===== src/rtl/n_bit_d_register.sv =====
// n_bit_d_register: N-bit edge-triggered D register with load enable,
// synchronous active-high reset and a complementary output.
//
// Built from N identical single-bit cells. Each cell is a D flip-flop whose
// next state selects between holding its bit and loading D[i] under En, with
// reset taking priority over the load.
//
// Parameters:
//   N          data width in bits (1..64)
//   RESET_VAL  value loaded into Q on reset
//
// Ports:
//   Clk  in   rising-edge clock
//   R    in   synchronous reset, active-high, wins over En
//   En   in   load enable, active-high; 0/X/Z all hold
//   D    in   N-bit data to load
//   Q    out  N-bit stored value
//   Qn   out  bitwise complement of Q (combinational, no extra storage)
//   P    out  registered even parity of Q (only with NBIT_DREG_PARITY_EN)
//
// Build option: define NBIT_DREG_PARITY_EN to add the parity output P.

module n_bit_d_register #(
    parameter int unsigned   N         = 8,
    parameter logic [N-1:0]  RESET_VAL = '0
) (
    input  logic         Clk,
    input  logic         R,
    input  logic         En,
    input  logic [N-1:0] D,
`ifdef NBIT_DREG_PARITY_EN
    output logic         P,
`endif
    output logic [N-1:0] Q,
    output logic [N-1:0] Qn
);

    logic [N-1:0] q_q;

    for (genvar i = 0; i < N; i++) begin : g_cell
        logic bit_d;
        logic bit_q;

        // An if on En takes the hold branch for X/Z as well as 0, so a
        // floating enable never disturbs the stored bit.
        always_comb begin
            bit_d = bit_q;
            if (En == 1'b1) begin
                bit_d = D[i];
            end
        end

        always_ff @(posedge Clk) begin
            if (R == 1'b1) begin
                bit_q <= RESET_VAL[i];
            end else begin
                bit_q <= bit_d;
            end
        end

        assign q_q[i] = bit_q;
    end

    assign Q  = q_q;
    assign Qn = ~q_q;

`ifdef NBIT_DREG_PARITY_EN
    logic p_d;
    logic p_q;

    // Parity of the value Q is about to take, so P tracks ^Q without a lag.
    always_comb begin
        p_d = p_q;
        if (En == 1'b1) begin
            p_d = ^D;
        end
    end

    always_ff @(posedge Clk) begin
        if (R == 1'b1) begin
            p_q <= ^RESET_VAL;
        end else begin
            p_q <= p_d;
        end
    end

    assign P = p_q;
`endif

endmodule


===== config.mk =====
export PLATFORM = sky130hd
export DESIGN_NAME = n_bit_d_register
export DESIGN_NICKNAME = d
export VERILOG_FILES = /design/src/rtl/n_bit_d_register.sv
export SDC_FILE = /design/constraint.sdc
export NUM_CORES = 1
export LEC_CHECK = 0
export CAP_MARGIN = 20
export CELL_PAD_IN_SITES_DETAIL_PLACEMENT = 1
export CELL_PAD_IN_SITES_GLOBAL_PLACEMENT = 1
export CORE_AREA = 2 2 39 41
export CTS_BUF_LIST = sky130_fd_sc_hd__clkbuf_2 sky130_fd_sc_hd__clkbuf_4 sky130_fd_sc_hd__clkbuf_8
export DETAILED_ROUTE_END_ITERATION = 10
export DIE_AREA = 0 0 41 43
export DONT_BUFFER_PORTS = 1
export PLACE_DENSITY = 0.66
export REMOVE_ABC_BUFFERS = 1
export SYNTH_ARGS = -nofsm -noshare
export SYNTH_HDL_FRONTEND = slang
export SYNTH_SLANG_ARGS = --single-unit

===== constraint.sdc =====
create_clock -name Clk -period 1.4 [get_ports Clk]
set_input_delay 0.28 -clock Clk [delete_from_list [all_inputs] [get_ports Clk]]
set_output_delay 0.28 -clock Clk [all_outputs]
set_load 0.05 [all_outputs]

==> impl_metrics.env <==
export IMPL_status="finished, final reports clean"
export IMPL_maxSlewViolCount=0
export IMPL_met1_usage_pct=10.6
export IMPL_grtUsageMet3_pct=5.24
export IMPL_ctsHoldBuffers=0
export IMPL_seq_area_frac_synth_pct=42.7
export IMPL_area_delta_synth_final_pct=23.3
export IMPL_crit_start="g_cell[7].bit_q"
export IMPL_synth_area_leaders="dfxtp_1, mux2i_1, buf_4, inv_1, nor2_1"
export IMPL_netlist_instances=42
export IMPL_layout_commonest_cell="buf_4"
export IMPL_rsz0062_at_grt="no"
export IMPL_portBuffers=0
export IMPL_ys_seq_elements=8
export IMPL_cts_max_path_buffers=2
export IMPL_slew_headroom_pct=90.7
export IMPL_power_per_cell_area_nw_per_um2=1270
export IMPL_drtIter0Drc=0
export IMPL_setup_tns_ns=0
export IMPL_end_kind="primary output"
export IMPL_worst_path_max_fanout=2
export IMPL_pre_cts_slack_ns=0.586
export IMPL_fmax_mhz=924
export IMPL_reg2reg_depth=3
export IMPL_ctsResizeCount=0
export IMPL_min_period_over_period_pct=77.3
export IMPL_postRouteAntennaNets=0
export IMPL_nNetsFinal=64
export IMPL_start_util_pct=27.1
export IMPL_synth_top_area_cell="dfxtp_1"
export IMPL_dieWidth_um=41
export IMPL_finalInstanceArea_sq_um=463
export IMPL_num_vias=287
export IMPL_core_sq_um=1380
export IMPL_grt_pass1_wl_um=1150
export IMPL_cts_sinks=8
export IMPL_wl_um=747
export IMPL_synth_avg_cell_area_sq_um=8.94
export IMPL_grt_total_usage_pct=10.5
export IMPL_synth_top_area_share_pct=42.7
export IMPL_layout_drive_gt1_share_pct=37.3
export IMPL_place_area_sq_um=440
export IMPL_grt_pass1_vias=278
export IMPL_fin_ws_ns=0.318
export IMPL_worst_setup_path_type="flop to primary output"
export IMPL_vias_per_cell=4.28
export IMPL_hold_end="g_cell[5].bit_q"
export IMPL_worstReg2RegEnd="g_cell[0].bit_q"
export IMPL_cp_required_ns=1.12
export IMPL_ioPinCount=27
export IMPL_clock_skew_ns=0
export IMPL_clk_pin_slew_worst_paths_ns=0.06
export IMPL_worst_hold_path_type="input pin to flop"
export IMPL_cts_root_buf="clkbuf_4"
export IMPL_netlist_area_sq_um=375
export IMPL_grt_max_degree=9
export IMPL_postCtsSetupBuffers=0
export IMPL_max_cap_violations=0
export IMPL_ff2ff_setup_slack_ns=0.61
export IMPL_tritoncts="done"
export IMPL_reg_top3="g_cell.bit_q x8"
export IMPL_r2r_start="g_cell[0].bit_q"
export IMPL_drc=0
export IMPL_dieArea_sq_um=1760
export IMPL_rows=14
export IMPL_firstDrtPassIters=1
export IMPL_use_met2_pct=15.3
export IMPL_worst_hold_slack_ns=0.0944
export IMPL_setup_viol=0
export IMPL_die_h_um=43
export IMPL_crit_arrival_ns=0.80
export IMPL_insertion_delay_ns=0.25
export IMPL_cts_made_buffers=3
export IMPL_hold_violations=0
export IMPL_dpl_hpwl_um=598
export IMPL_htreeDepth=1
export IMPL_antennaDiodeCount=0
export IMPL_largest_register_ffs=8
export IMPL_crit_path_start_kind="flop"
export IMPL_vdd_drop_max_v=0.000452
export IMPL_p_leak_nw=0.234
export IMPL_gp_congestion=0.523
export IMPL_busiest_layer="met2"
export IMPL_worst_slew_pin_slew_ns=0.136
export IMPL_hold_depth=1
export IMPL_synth_cell_types=7
export IMPL_antenna_found_initial=0
export IMPL_yosysWarningCount=0
export IMPL_largest_register="g_cell.bit_q"
export IMPL_wl_per_cell_um=11.1
export IMPL_period_needed_ns=1.08
export IMPL_final_cell_mix="buf_4, inv_1, mux2i_1, nor2_1, dfxtp_1"
export IMPL_grt_ovfl_total=0
export IMPL_hold_start="R"
==> cells in the mapped netlist <==
| library cell | n |
|---|---|
| buf_4 | 8 |
| dfxtp_1 | 8 |
| inv_1 | 8 |
| mux2i_1 | 8 |
| nor2_1 | 8 |
| buf_1 | 1 |
| buf_6 | 1 |
==> cell families after synthesis <==
family	after synthesis	share of synthesized area, %
muxes	8	21.3
and+or+nand+nor	8	8.00
buffers and inverters	18	28.0
DFF	8	42.7
==> where the power goes <==
group | leakage [nW] | switching, mW | internal, mW
clock | 0.0138 | 0.0777 | 0.0981
sequential | 0.0661 | 0.00616 | 0.241
combinational | 0.154 | 0.118 | 0.0490
==> per-stage QoR <==
step	total power, mW	instances	util, %
4_1_cts	0.604	67	33.5
6_report	0.590	67	33.5
3_5_place_dp	0.421	64	31.8
5_1_grt	0.626	67	33.5
2_1_floorplan	0.374	32	-
3_3_place_gp	0.417	64	31.8
==> layout make-up <==
type                            count  area, sq um
Fill cell                         168          921
Sequential cell                     8          160
Timing Repair Buffer               16          120
Multi-Input combinational cell     16          110
Inverter                            8         30.0
Clock buffer                        3         22.5
Tap cell                           16         20.0
==> metal layers <==
| layer | up-vias | part of all wire, % | wire, um |
|---|---|---|---|
| li1 | 136 | - | - |
| met1 | 135 | 36 | 268 |
| met4 | 0 | 0 | 0 |
| met5 | - | 0 | 0 |
| met2 | 16 | 53 | 399 |
| met3 | 0 | 11 | 80 |
==> worst max-delay path, cell delays in order (launching register included) <==
cell	delay (ns)
dfxtp_1	0.33
inv_1	0.04
buf_4	0.18
==> how the worst max path moves through the flow <==
stage | endpoint
floorplan | Qn[0]
global route | Qn[4]
global placement | Qn[5]
detailed placement | Qn[7]
CTS | Qn[7]
finish | Qn[7]
(Power assumes the default switching activity.)
